`src/rtl/display_sched_pkg.sv`:
```
// rtl/display_sched_pkg.sv - shared types, default widths and gamma helper for the display scan scheduler
package display_pkg;

  typedef enum logic [1:0] {
    IDLE = 2'd0,
    LOAD = 2'd1,
    RUN  = 2'd2,
    GAP  = 2'd3
  } state_e;

  localparam int CW_DEF     = 24;
  localparam int BW_DEF     = 4;
  localparam int DIGITS_DEF = 4;

  // Perceptual curve: (r*r + 2^BW - 1) >> BW keeps 0 -> 0 and full scale -> full scale.
  function automatic logic [BW_DEF-1:0] gamma(input logic [BW_DEF-1:0] r);
    logic [2*BW_DEF-1:0] sq;
    sq = {{BW_DEF{1'b0}}, r} * {{BW_DEF{1'b0}}, r} + (2*BW_DEF)'((2 ** BW_DEF) - 1);
    return sq[2*BW_DEF-1:BW_DEF];
  endfunction

endpackage

```
`src/rtl/display_sched_if.sv`:
```
// rtl/display_sched_if.sv - timer configuration/run bus between scheduler (master) and timer (slave)
interface display_sched_if
  import display_pkg::*;
#(
  parameter int CW = CW_DEF
);

  logic [CW-1:0] tmr_count;
  logic          flag;
  logic [CW-1:0] tmr_period;
  logic [CW-1:0] tmr_compare;
  logic          tmr_run;

  modport master (
    input  tmr_count,
    input  flag,
    output tmr_period,
    output tmr_compare,
    output tmr_run
  );

  modport slave (
    output tmr_count,
    output flag,
    input  tmr_period,
    input  tmr_compare,
    input  tmr_run
  );

endinterface

```
`src/rtl/display_sched_cfg_calc.sv`:
```
// rtl/display_sched_cfg_calc.sv - LOAD-stage period clamp and compare compute (gamma under DISPLAY_SCHED_GAMMA_EN)
module sched_cfg_calc
  import display_pkg::*;
#(
  parameter int CW = CW_DEF,
  parameter int BW = BW_DEF
) (
  input  logic          clk,
  input  logic          rst,
  input  logic          load,
  input  logic [CW-1:0] slot_period,
  input  logic [BW-1:0] raw,
  output logic [CW-1:0] period,
  output logic [CW-1:0] compare
);

  logic [CW-1:0]    per_c;
  logic [BW-1:0]    b;
  logic [CW+BW-1:0] prod;

  // Clamp a zero period to 1, map raw brightness, and scale the period by b / 2^BW.
  always_comb begin
    per_c = (slot_period == '0) ? CW'(1) : slot_period;
`ifdef DISPLAY_SCHED_GAMMA_EN
    b = gamma(raw);
`else
    b = raw;
`endif
    prod = (CW+BW)'(per_c) * (CW+BW)'(b);
  end

  // Shadow registers: config is captured only during LOAD and held for the slot.
  always_ff @(posedge clk or posedge rst) begin
    if (rst) begin
      period  <= '0;
      compare <= '0;
    end else if (load) begin
      period  <= per_c;
      compare <= prod[CW+BW-1:BW];
    end
  end

endmodule

```
`src/rtl/display_sched.sv`:
```
// rtl/display_sched.sv - multiplexed 7-segment scan scheduler with per-digit PWM (option: DISPLAY_SCHED_GAMMA_EN)
module display_sched
  import display_pkg::*;
#(
  parameter int DIGITS = DIGITS_DEF,
  parameter int CW     = CW_DEF,
  parameter int BW     = BW_DEF
) (
  input  logic                       clk,
  input  logic                       rst,
  input  logic                       en,
  input  logic [CW-1:0]              slot_period,
  input  logic [DIGITS*BW-1:0]       bright,
  display_sched_if.master            tmr,
  output logic [$clog2(DIGITS)-1:0]  digit_sel,
  output logic [DIGITS-1:0]          an_n,
  output logic                       frame_tick
);

  localparam int DSW = $clog2(DIGITS);

  localparam logic [1:0] ST_IDLE = 2'(IDLE);
  localparam logic [1:0] ST_LOAD = 2'(LOAD);
  localparam logic [1:0] ST_RUN  = 2'(RUN);
  localparam logic [1:0] ST_GAP  = 2'(GAP);

  localparam logic [DSW-1:0] LAST_DIGIT = DSW'(DIGITS - 1);

  logic [1:0]    state;
  logic          load;
  logic [BW-1:0] raw;

  assign load = (state == ST_LOAD);
  assign raw  = bright[digit_sel*BW +: BW];

  sched_cfg_calc #(
    .CW(CW),
    .BW(BW)
  ) u_cfg (
    .clk        (clk),
    .rst        (rst),
    .load       (load),
    .slot_period(slot_period),
    .raw        (raw),
    .period     (tmr.tmr_period),
    .compare    (tmr.tmr_compare)
  );

  // Slot sequencer and digit counter; dropping en aborts to IDLE and rewinds to digit 0.
  always_ff @(posedge clk or posedge rst) begin
    if (rst) begin
      state     <= ST_IDLE;
      digit_sel <= '0;
    end else if (!en) begin
      state     <= ST_IDLE;
      digit_sel <= '0;
    end else begin
      case (state)
        ST_IDLE: state <= ST_LOAD;
        ST_LOAD: state <= ST_RUN;
        ST_RUN:  if (tmr.tmr_count == tmr.tmr_period) state <= ST_GAP;
        default: begin
          state     <= ST_LOAD;
          digit_sel <= (digit_sel == LAST_DIGIT) ? '0 : digit_sel + 1'b1;
        end
      endcase
    end
  end

  // Timer runs only in RUN; frame_tick marks the GAP that wraps the digit counter.
  always_comb begin
    tmr.tmr_run = (state == ST_RUN);
    frame_tick  = (state == ST_GAP) && en && (digit_sel == LAST_DIGIT);
  end

  // Only the selected anode may go low, and only while the timer flag is set in RUN.
  always_comb begin
    an_n = '1;
    if (state == ST_RUN) an_n[digit_sel] = ~tmr.flag;
  end

endmodule
```
`src/flat_wrapper.sv`:
```
// flat-port wrapper written by rule: the top's interface ports become plain ports
module display_sched_flat import display_pkg::*;
#(
  parameter int DIGITS = DIGITS_DEF,
  parameter int CW     = CW_DEF,
  parameter int BW     = BW_DEF
)
  (clk, rst, en, slot_period, bright, digit_sel, an_n, frame_tick, tmr_tmr_count, tmr_flag, tmr_tmr_period, tmr_tmr_compare, tmr_tmr_run);
  display_sched_if #(.CW(CW)) tmr_i ();
  input  logic clk;
  input  logic rst;
  input  logic en;
  input  logic [CW-1:0] slot_period;
  input  logic [DIGITS*BW-1:0] bright;
  output logic [$clog2(DIGITS)-1:0] digit_sel;
  output logic [DIGITS-1:0] an_n;
  output logic frame_tick;
  input wire logic [$bits(tmr_i.tmr_count)-1:0] tmr_tmr_count;
  input wire logic [$bits(tmr_i.flag)-1:0] tmr_flag;
  output wire logic [$bits(tmr_i.tmr_period)-1:0] tmr_tmr_period;
  output wire logic [$bits(tmr_i.tmr_compare)-1:0] tmr_tmr_compare;
  output wire logic [$bits(tmr_i.tmr_run)-1:0] tmr_tmr_run;
  assign tmr_i.tmr_count = tmr_tmr_count;
  assign tmr_i.flag = tmr_flag;
  assign tmr_tmr_period = tmr_i.tmr_period;
  assign tmr_tmr_compare = tmr_i.tmr_compare;
  assign tmr_tmr_run = tmr_i.tmr_run;
  display_sched #(.DIGITS(DIGITS), .CW(CW), .BW(BW)) u_core (.clk(clk), .rst(rst), .en(en), .slot_period(slot_period), .bright(bright), .tmr(tmr_i), .digit_sel(digit_sel), .an_n(an_n), .frame_tick(frame_tick));
endmodule
```
`config.mk`:
```
export PLATFORM = sky130hd
export DESIGN_NAME = display_sched_flat
export DESIGN_NICKNAME = d
export VERILOG_FILES = /design/src/rtl/display_sched_pkg.sv /design/src/rtl/display_sched_if.sv /design/src/rtl/display_sched_cfg_calc.sv /design/src/rtl/display_sched.sv /design/src/flat_wrapper.sv
export SDC_FILE = /design/constraint.sdc
export NUM_CORES = 1
export LEC_CHECK = 0
export CAP_MARGIN = 10
export CORE_AREA = 2 2 127 129
export CTS_BUF_LIST = sky130_fd_sc_hd__clkbuf_4 sky130_fd_sc_hd__clkbuf_8
export CTS_CLUSTER_DIAMETER = 100
export DETAILED_ROUTE_END_ITERATION = 8
export DIE_AREA = 0 0 129 131
export PLACE_DENSITY = 0.63
export REMOVE_ABC_BUFFERS = 1
export SLEW_MARGIN = 10
export SYNTH_ARGS = -nofsm -noshare
export SYNTH_HDL_FRONTEND = slang
export SYNTH_SLANG_ARGS = --single-unit
```
`constraint.sdc`:
```
create_clock -name clk -period 11.4 [get_ports clk]
set_clock_uncertainty 0.05 [all_clocks]
set_input_delay 2.28 -clock clk [delete_from_list [all_inputs] [get_ports clk]]
set_output_delay 2.28 -clock clk [all_outputs]
set_load 0.02 [all_outputs]
```
======== Word level (Yosys, flattened, before mapping) ========
Cells that the tools add are included.
cells by class
  add/subtract/negate cells ............... 1
  multiply operators ...................... 1
  divide/modulo/power cells ............... 0
  $lt $le $gt $ge ......................... 2
  equal/unequal tests ..................... 7
  shifts and indexed selects .............. 1
  mux-type cells .......................... 10
  bitwise gates (word level) .............. 3
  reductions and logical operators ........ 6
operators by type and width
  kind                 count
  $mul 24x4->28        1
  $eq 24x24->1         1
  $logic_not 24->1     1
  $mux 24              1
  $shiftx 16x5->4      1
  $mux 2               5
  $eq 2x2->1 const B   3
  $mux 4               1
  $not 4->4            1
  $or 4x4->4           1
  $pmux 2 s2           1
  $logic_and 1x1->1    3
  $lt 2x3->1 const B   1
  $ne 3x2->1 const B   1
  $reduce_or 3->1      1
  $add 2x1->2 const B  1
  $demux 1 s2          1
  $eq 2x1->1 const B   1
  $ge 2x1->1 const B   1
  $logic_not 2->1      1
  $ne 2x2->1 const B   1
  $mux 1               1
  $not 1->1            1
storage, ports and cells
  bits in registers ....................... 52
  bits in latches ......................... 0
  bits in writable memories ............... 0
  ROM bits ................................ 0
  bits of input ports ..................... 68
  output and inout bits ................... 56
  logic and storage cells ................. 35
  memories kept ........................... 0

======== Depth between registers and ports, before layout ========
Gate-level depths: netlist (run 1).
  depth in word-level cells ............... 7
  gate-level depth with buffers ........... 18

======== Cells and area by module ========
Synthesis (run 1) repeated with hierarchy kept, for this count alone.
unflattened totals
  cells, all modules ...................... 630
  area total of the unflattened synthesis .. 5630.4 um^2
by module, submodules not included
  module          instances  cells an instance  area an instance (um^2)
  sched_cfg_calc  1          561                4951.0
  display_sched   1          69                 679.4

======== Least setup slack after synthesis (run 1) ========
No wires, ideal clock.
  path kind ............................... input port to flip-flop
  start point ............................. in bright[15]
  end point ............................... reg u_core.u_cfg.compare[22]
  data arrival time ....................... 6.362 ns
  setup slack ............................. 4.851 ns
  stages on the path ...................... 17
  path buffers ............................ 1
  path through ............................ mux4_2 > clkbuf_1 > and2_1 > fa_1 > inv_1 > fa_1 > inv_1 > ha_1 > a21o_1 > a21o_1 > a21oi_1 > nor2_1 > a211oi_1 > o31a_1 > o21ai_1 > a2111oi_0 > nor3_1
between the ends
  cells in the longest elaborated chain, start to end .. 2
ends and longest elaborated chain
  item                  RTL line                      RTL
  from (decl)           flat_wrapper.sv:14            input logic [DIGITS*BW-1:0] bright;
  $shiftx 16x5->4       display_sched.sv:34           assign raw = bright[digit_sel*BW +: BW];
  $mul 24x4->28         display_sched_cfg_calc.sv:29  prod = (CW+BW)'(per_c) * (CW+BW)'(b);
  to (signal assigned)  display_sched_cfg_calc.sv:39  compare <= prod[CW+BW-1:BW];
  to (decl)             display_sched_cfg_calc.sv:14  output logic [CW-1:0] compare
No other way between the ends.
A chain may end at the register's enable or synchronous reset.

======== Final worst setup path (run 1) ========
  start point ............................. in slot_period[9]
  end point ............................... reg u_core.u_cfg.compare[17]
between the ends
  cells in the longest elaborated chain, start to end .. 3
ends and longest elaborated chain
  item               RTL line                      RTL
  from (decl)        flat_wrapper.sv:13            input logic [CW-1:0] slot_period;
  $logic_not 24->1   display_sched_cfg_calc.sv:23  per_c = (slot_period == '0) ? CW'(1) : slot_period;
  $mux 24 (*)        display_sched_cfg_calc.sv:23
  $mul 24x4->28 (*)  display_sched_cfg_calc.sv:29
Mark *: on every way between the ends. The rest lies on a longest branch, timed or not.

==> results of run 1 <==
worst max-delay path, delay by kind of cell:
family | cells | cell delay [ns]
simple gates | 5 | 1.24
mux | 1 | 0.26
xor+xnor | 1 | 0.15
buf+inv | 2 | 0.61
fa+ha+maj | 3 | 1.41
compound gates | 6 | 1.49
through the flow:
stage                     instances   util  setup WS, ns  total power, µW
after floorplan                 536      -          4.88             1060
after detailed placement        878  0.435          3.82             1440
after CTS                       886  0.445          4.15             1640
after global routing            886  0.445          3.85             1750
final                           886  0.445          4.14             1610
after global placement          878  0.435          4.02             1430
flip-flops by register name (all words and copies together), names as in the netlist:
signal and flops:
u_core.digit_sel 2, u_core.u_cfg.period 24, u_core.state 2, u_core.u_cfg.compare 24
area by class of cell:
cell class                      count  area share
Clock inverter                      3      0.0130
Clock buffer                        5     0.00991
Inverter                           91      0.0492
Timing Repair Buffer              126       0.181
Tap cell                          216      0.0389
Multi-Input combinational cell    393       0.521
Sequential cell                    52       0.187
power by group:
part,internal (µW),switching [µW]
clock,110,70.0
combinational,528,550
sequential,279,76.7
total,917,697
logic make-up after synthesis:
logic type / after synthesis / share of synthesized area
mux: 50 / 0.112
fa+ha+maj: 82 / 0.254
buf+inv: 105 / 0.0755
xor+xnor: 44 / 0.0725
simple gates: 162 / 0.165
flops: 52 / 0.245
compound gates: 55 / 0.0770
worst paths after layout:
| path | start | end | slack, ns | cells past startpoint |
|---|---|---|---|---|
| max | slot_period[9] | u_core.u_cfg.compare[17]$_DFFE_PP0N_ | 4.14 | 18 |
| max reg2reg | u_core.digit_sel[0]$_DFFE_PP0P_ | u_core.u_cfg.compare[22]$_DFFE_PP0N_ | 5.90 | 16 |
| max in group asynchronous | rst | u_core.u_cfg.period[10]$_DFFE_PP0N_ | 8.44 | 3 |
| min | u_core.u_cfg.compare[9]$_DFFE_PP0N_ | u_core.u_cfg.compare[9]$_DFFE_PP0N_ | 0.45 | 2 |
| min reg2reg | u_core.u_cfg.compare[9]$_DFFE_PP0N_ | u_core.u_cfg.compare[9]$_DFFE_PP0N_ | 0.45 | 2 |
| min in group asynchronous | rst | u_core.u_cfg.period[19]$_DFFE_PP0N_ | 2.39 | 3 |
cell usage after synthesis, types with 2 or more instances:
master	count	area [µm²]
nand3_1	9	45.0
nand4_1	5	31.3
inv_1	91	342
nor4_1	8	50.1
nor2_1	14	52.6
dfrtp_1	52	1300
xor2_1	15	131
nand2b_1	3	18.8
buf_1	2	7.51
mux4_2	3	67.6
and4_1	2	17.5
o31ai_1	2	15.0
ha_1	39	488
a31oi_1	3	18.8
o21ai_0	8	40.0
a21oi_1	10	50.1
nand2_1	42	158
nor3_1	4	20.0
and2_1	61	382
a211oi_1	2	15.0
mux2i_1	5	50.1
xnor2_1	29	254
nor2b_1	5	31.3
o311ai_0	2	17.5
a21o_1	15	113
and3_1	3	18.8
fa_1	43	861
clkbuf_1	11	41.3
mux2_2	41	462
cell usage in the layout, fill, tap and decap left out, types with 8 or more instances in the layout:
cell and n:
clkdlybuf4s50_1 123, inv_1 90, and2_1 61, dfrtp_1 52, fa_1 43, nand2_1 42
mux2_2 41, ha_1 38, xnor2_1 29, a21o_1 15, xor2_1 15, nor2_1 14
a21oi_1 10, nand3_1 9, nor4_1 8, o21ai_0 8
per-layer routing:
layer / vias up / global-route usage / wire length [µm]
li1: 2027 / - / -
met1: 2099 / 0.215 / 5910
met2: 77 / 0.311 / 7390
met3: 12 / 0.0338 / 594
met4: 0 / 0.0454 / 172
met5: - / 0 / 0
==> metrics.md, run 1 <==
| Metric | Value |
|---|---|
| First-pass GRT wire length | around 23,000 µm |
| Pwr Density | 232 nW/µm² |
| Post-Synthesis Cells | between 500 and 600 |
| Post CTS Setup Buffer Count | 0 |
| Critical path class | primary input to register |
| CTS Buffer Depth | 2 |
| LEAKAGE | 0.00319 µW |
| Final worst-path cycle share | 0.637 |
| Post-Synthesis Cell Area | between 5000 and 6000 µm² |
| Root buf cell | clkbuf_8 |
| Max frequency | 138 MHz |
| Post-route setup TNS | 0 ns |
| Initial antenna violation count | 0 |
| # port buffers | 123 |
| Cts repair resizes | 0 |
| Rel. slew slack | 0.534 |
| Synthesis-stage register bit count | between 50 and 60 |
| Layout cells sized above 1 | 0.0985 |
| Drt first pass iters | 5 |
| Detail-routed via count per cell | around 4.8 |
| Hpwl dp | about 11,000 µm |
| Vias after detailed routing | ~4,200 |
| Routed WL per cell | approximately 16 µm |
| Clock Latency Late Sink | 0.34 ns |
| Area after DPL | ~6800 µm² |
| Largest net degree at the start of global routing | between 50 and 60 |
| YS warnings | 0 |
| CTS tree | done |
| Layout fillers | roughly 1,500 |
| Crit Path Max Fanout | 6 |
| Number of max-cap violations | 0 |
| CP max stage delay | between 0.5 and 0.6 ns |
| Worst-margin pin slew | 0.700 ns |
| GPL Wtd Cong | 0.864 |
| Post-synth EDFFs | 0 |
| Worst endpoint required time | roughly 12 ns |
| Initial core utilization | 0.341 |
| Routed Antenna Nets | 0 |
| Sink Count | 52 |
| Die height | between 100 and 150 µm |
| RSZ-0062 raised after global routing | false |
| Die Width | about 130 µm |
| DRT iter0 DRCs | about 170 |
| Setup crit start kind | primary input |
| # nets final | roughly 800 |
| Fin crit period | 7.26 ns |
| Diode count | 0 |
| Layout area overhead | 30.6% |
| Row cnt | 46 |
| Post-synth ARST share | 1.00 |
| Hold_buf cts | 0 |
| Clk slew on worst S/H paths | about 0.1 ns |
| Post-synth cell types | 50 |
| Setup violations, final | 0 |
| Syn avg cell area | around 9.7 µm² |
| CP endpoint kind | register |
| Crit path DAT | about 7.4 ns |
| Fin area | approximately 6900 µm² |
| Total wire length | approximately 14,000 µm |
| # IOs | 124 |
| Worst vdd ir | between 0.0001 and 0.00015 V |
| CTS Buf Count | 5 |
| Gr usage total | 0.173 |
| # H-tree levels | 2 |
| FF/Latch Area | between 1000 and 1500 µm² |
| Hold Path Class | register to register |
| Die area | ~17,000 µm² |
| Status | complete, no violations |
| Number of global-route vias before repair | 4,509 |
| Slew Limit Fails | 0 |
| Core ar. | approximately 16,000 µm² |
| WHS | ~0.45 ns |
| Total area of multi-input combinational cells | roughly 3600 µm² |
| Seq/Total Area, Yosys | 0.245 |
| Grt total ovfl | 0 |
| Ys flop type | dfrtp_1 |
| CP cell instances | clkdlybuf4s50_1 -> nor4_1 -> and4_1 -> a31oi_1 -> nand2b_1 -> fa_1 -> fa_1 -> inv_1 -> ha_1 -> nand3_1 -> o22ai_1 -> nand3_2 -> o21ba_4 -> o21a_4 -> o21ai_0 -> a31oi_1 -> xnor2_1 -> mux2_2 |
| Slowest CP cell | clkdlybuf4s50_1 |
| Hold Fails Final Rpt | 0 |
| DRC Markers | 0 |
No activity file was read; power rests on OpenSTA's default activity.
==> run 2: changes to the inputs <==
==> constraint.sdc (replaced) <==
create_clock -name clk -period 6.8 [get_ports clk]
set_clock_uncertainty 0.05 [all_clocks]
set_input_delay 1.36 -clock clk [delete_from_list [all_inputs] [get_ports clk]]
set_output_delay 1.36 -clock clk [all_outputs]
set_load 0.02 [all_outputs]
==> run 2 against run 1 <==
Net effect:
- core utilization decreased by 0.30 points
- via count increased by 0.85%
- global-route usage increased by 0.25 points
- non-clock buffer count increased by 4
- setup slack got worse by 3.6 ns
- largest cell class unchanged
- routed wire length increased by 0.89%
- register-to-register slack got worse by 4.5 ns
- critical path type unchanged
- flip-flop and latch count unchanged
- sequential share of layout area increased by 0.13 points
- critical endpoint unchanged
==> metrics.md, run 2 (synthesis gave the netlist of run 1 again) <==
| Metric | Value |
|---|---|
| Largest regs | u_core.u_cfg.compare x24, u_core.u_cfg.period x24 |
| Sink Count | 52 (unchanged) |
| CTS Buf Count | 5 (unchanged) |
| Clk slew on worst S/H paths | 0.10 ns (about the same) |
| # H-tree levels | 2 (unchanged) |
| Hold Path Class | register to register |
| Die height | 131 µm (unchanged) |
| Initial core utilization | 0.341 (unchanged) |
| DRC Markers | 0 (unchanged) |
| Crit Path Max Fanout | 6 (unchanged) |
| Die area | 16,900 µm² (unchanged) |
| Vias after detailed routing | 4,251 (+0.85%) |
| Fin crit period | 6.25 ns |
| Hpwl dp | 11,500 µm (+2.9%) |
| Slew Limit Fails | 0 (unchanged) |
| CP cell instances | clkdlybuf4s50_1 -> nor4_1 -> and4_1 -> a31oi_1 -> nand2b_1 -> fa_1 -> fa_1 -> inv_1 -> ha_1 -> nand3_1 -> o22ai_1 -> nand3_2 -> o21ba_4 -> o21a_4 -> o21ai_0 -> a31oi_1 -> xnor2_1 -> mux2_2 |
| RSZ-0062 raised after global routing | false |
| Initial antenna violation count | 0 (unchanged) |
| CP endpoint kind | register |
| Worst vdd ir | 0.000163 V (+48%) |
| Hold_buf cts | 0 (unchanged) |
| Clock Latency Late Sink | 0.33 ns (about the same) |
| Layout fillers | 1,535 (+2.2%) |
| WHS Path Cells | 2 (unchanged) |
| Worst-margin pin slew | 0.826 ns (+0.126 ns) |
| Detail-routed via count per cell | 4.78 (+0.51%) |
| Commonest non-fill, non-tap cells in the layout | clkdlybuf4s50_1 (123), inv_1 (90), and2_1 (61) |
| Grt total ovfl | 0 (unchanged) |
| Worst endpoint required time | 6.97 ns (-4.61 ns) |
| Total wire length | 14,200 µm (+0.89%) |
| Number of max-cap violations | 0 (unchanged) |
| Pre-CTS WS | 0.210 ns (-3.61 ns) |
| Pwr Density | 376 nW/µm² (+62%) |
| Row cnt | 46 (unchanged) |
| CTS Buffer Depth | 2 (unchanged) |
| # nets final | 823 (+0.49%) |
| Most common cell after layout, fill and taps aside | clkdlybuf4s50_1 |
| Final core utilization | 0.442 (-0.00305) |
| R2R Path End | u_core.u_cfg.compare[22]$_DFFE_PP0N_ |
| Fin worst setup slack | 0.553 ns (-3.58 ns) |
| Rel. slew slack | 0.434 (-0.0999) |
| First-pass GRT wire length | 23,100 µm (+0.93%) |
| Setup violations, final | 0 (unchanged) |
| Critical path class | primary input to register |
| M1 GR Usage | 0.225 (+0.0102) |
| Number of global-route vias before repair | 4,542 (+0.73%) |
| Worst-case reg-to-reg path depth | 16 (unchanged) |
| CTS tree | done |
| Most used routing layer | met2 |
| GPL Wtd Cong | 0.908 (+5.1%) |
| Hold Fails Final Rpt | 0 (unchanged) |
| Root buf cell | clkbuf_8 |
| Final worst-path cycle share | 0.919 |
| Die Width | 129 µm (unchanged) |
| Cts repair resizes | 0 (unchanged) |
| Routed Antenna Nets | 0 (unchanged) |
| Slowest CP cell | fa_1 |
| Post CTS Setup Buffer Count | 0 (unchanged) |
| Max frequency | around 160 MHz |
| Status | complete, no violations |
| # port buffers | 123 (unchanged) |
| Area after DPL | 6810 µm² (+0.44%) |
| Largest net degree at the start of global routing | 53 (unchanged) |
| Diode count | 0 (unchanged) |
| Gr usage total | 0.176 (+0.00246) |
| Setup crit start kind | primary input |
| Layout cells sized above 1 | 0.103 (+0.00402) |
| Core ar. | 15,600 µm² (unchanged) |
| # IOs | 124 (unchanged) |
| LEAKAGE | 0.00317 µW (-0.46%) |
| Worst-case hold path end point | u_core.u_cfg.compare[9]$_DFFE_PP0N_ |
| Reg2Reg Setup Slack | 1.40 ns (-4.50 ns) |
| M2 GR Usage | 0.296 (-0.0153) |
| CP max stage delay | 0.56 ns (about the same) |
| Post-route setup TNS | 0 ns (unchanged) |
| Crit path DAT | 6.42 ns (-1.02 ns) |
| Drt first pass iters | 4 (-1) |
| Fin area | 6890 µm² (-0.68%) |
| Routed WL per cell | 16.0 µm (+0.55%) |
| Worst R2R Start | u_core.digit_sel[0]$_DFFE_PP0P_ |
| Hold Crit Start | u_core.u_cfg.compare[9]$_DFFE_PP0N_ |
| Layout area overhead | 29.7% |
| DRT iter0 DRCs | 180 (+7.8%) |
| Met3 Usage GRT | 0.0338 (unchanged) |
[run 2: cell types whose count changed in the layout (fill, tap and decap cells not counted), sizes merged]
cell	previous run	this run
bufinv	3	0
buf	3	7
clkinv	0	1
clkbuf	5	6
[run 2: worst max-delay path by stage]
stage	from	cells after the start	slack, ns	to
6_report	slot_period[15]	18	0.55	u_core.u_cfg.compare[17]$_DFFE_PP0N_
5_1_grt	slot_period[9]	18	0.28	u_core.u_cfg.compare[17]$_DFFE_PP0N_
4_1_cts	slot_period[15]	18	0.56	u_core.u_cfg.compare[17]$_DFFE_PP0N_
3_3_place_gp	slot_period[15]	18	0.35	u_core.u_cfg.compare[21]$_DFFE_PP0N_
3_5_place_dp	slot_period[15]	18	0.21	u_core.u_cfg.compare[17]$_DFFE_PP0N_
2_1_floorplan	bright[15]	16	1.20	u_core.u_cfg.compare[22]$_DFFE_PP0N_
[run 2: routing by layer]
metal | part of all wire | wire [µm] | vias up
met1 | 0.43 | 6070 | 2109
met3 | 0.044 | 624 | 27
li1 | - | - | 2022
met5 | 0 | 0 | -
met2 | 0.50 | 7080 | 93
met4 | 0.029 | 410 | 0
[run 2: area by class of cell]
cell class                      instances  area [µm²]  area share
Multi-Input combinational cell        393        3620       0.525
Sequential cell                        52        1300       0.189
Timing Repair Buffer                  130        1280       0.186
Inverter                               91         342      0.0495
Tap cell                              216         270      0.0392
Clock buffer                            6        76.3      0.0111
Clock inverter                          1        5.00    0.000726
[run 2: through the flow]
step,std cells,hold slack (ns),total power (µW)
6_report,889,0.449,2590
5_1_grt,889,0.485,2840
4_1_cts,889,0.453,2640
3_5_place_dp,882,0.427,2420
3_3_place_gp,882,0.426,2390
2_1_floorplan,536,0.473,1780
[run 2: where the power goes]
group          switching, µW  total, µW  internal (µW)
Sequential               128        595            467
Combinational            922       1810            888
Clock                    113        187           74.5
[run 2: worst max-delay path: cells and delay by family]
kind,cells,cell delay [ns]
simple gates,5,1.17
mux,1,0.27
fa+ha+maj,3,1.38
xor+xnor,1,0.17
buf+inv,2,0.60
compound gates,6,1.47
==> run 3: changes to the inputs <==
--- a/config.mk
+++ b/config.mk
@@ -13,7 +13,6 @@
 export DIE_AREA = 0 0 129 131
 export PLACE_DENSITY = 0.63
 export REMOVE_ABC_BUFFERS = 1
-export SLEW_MARGIN = 10
 export SYNTH_ARGS = -nofsm -noshare
 export SYNTH_HDL_FRONTEND = slang
 export SYNTH_SLANG_ARGS = --single-unit
==> results of run 3 <==
The final DEF is identical to that of run 2; final timing and power are the same.
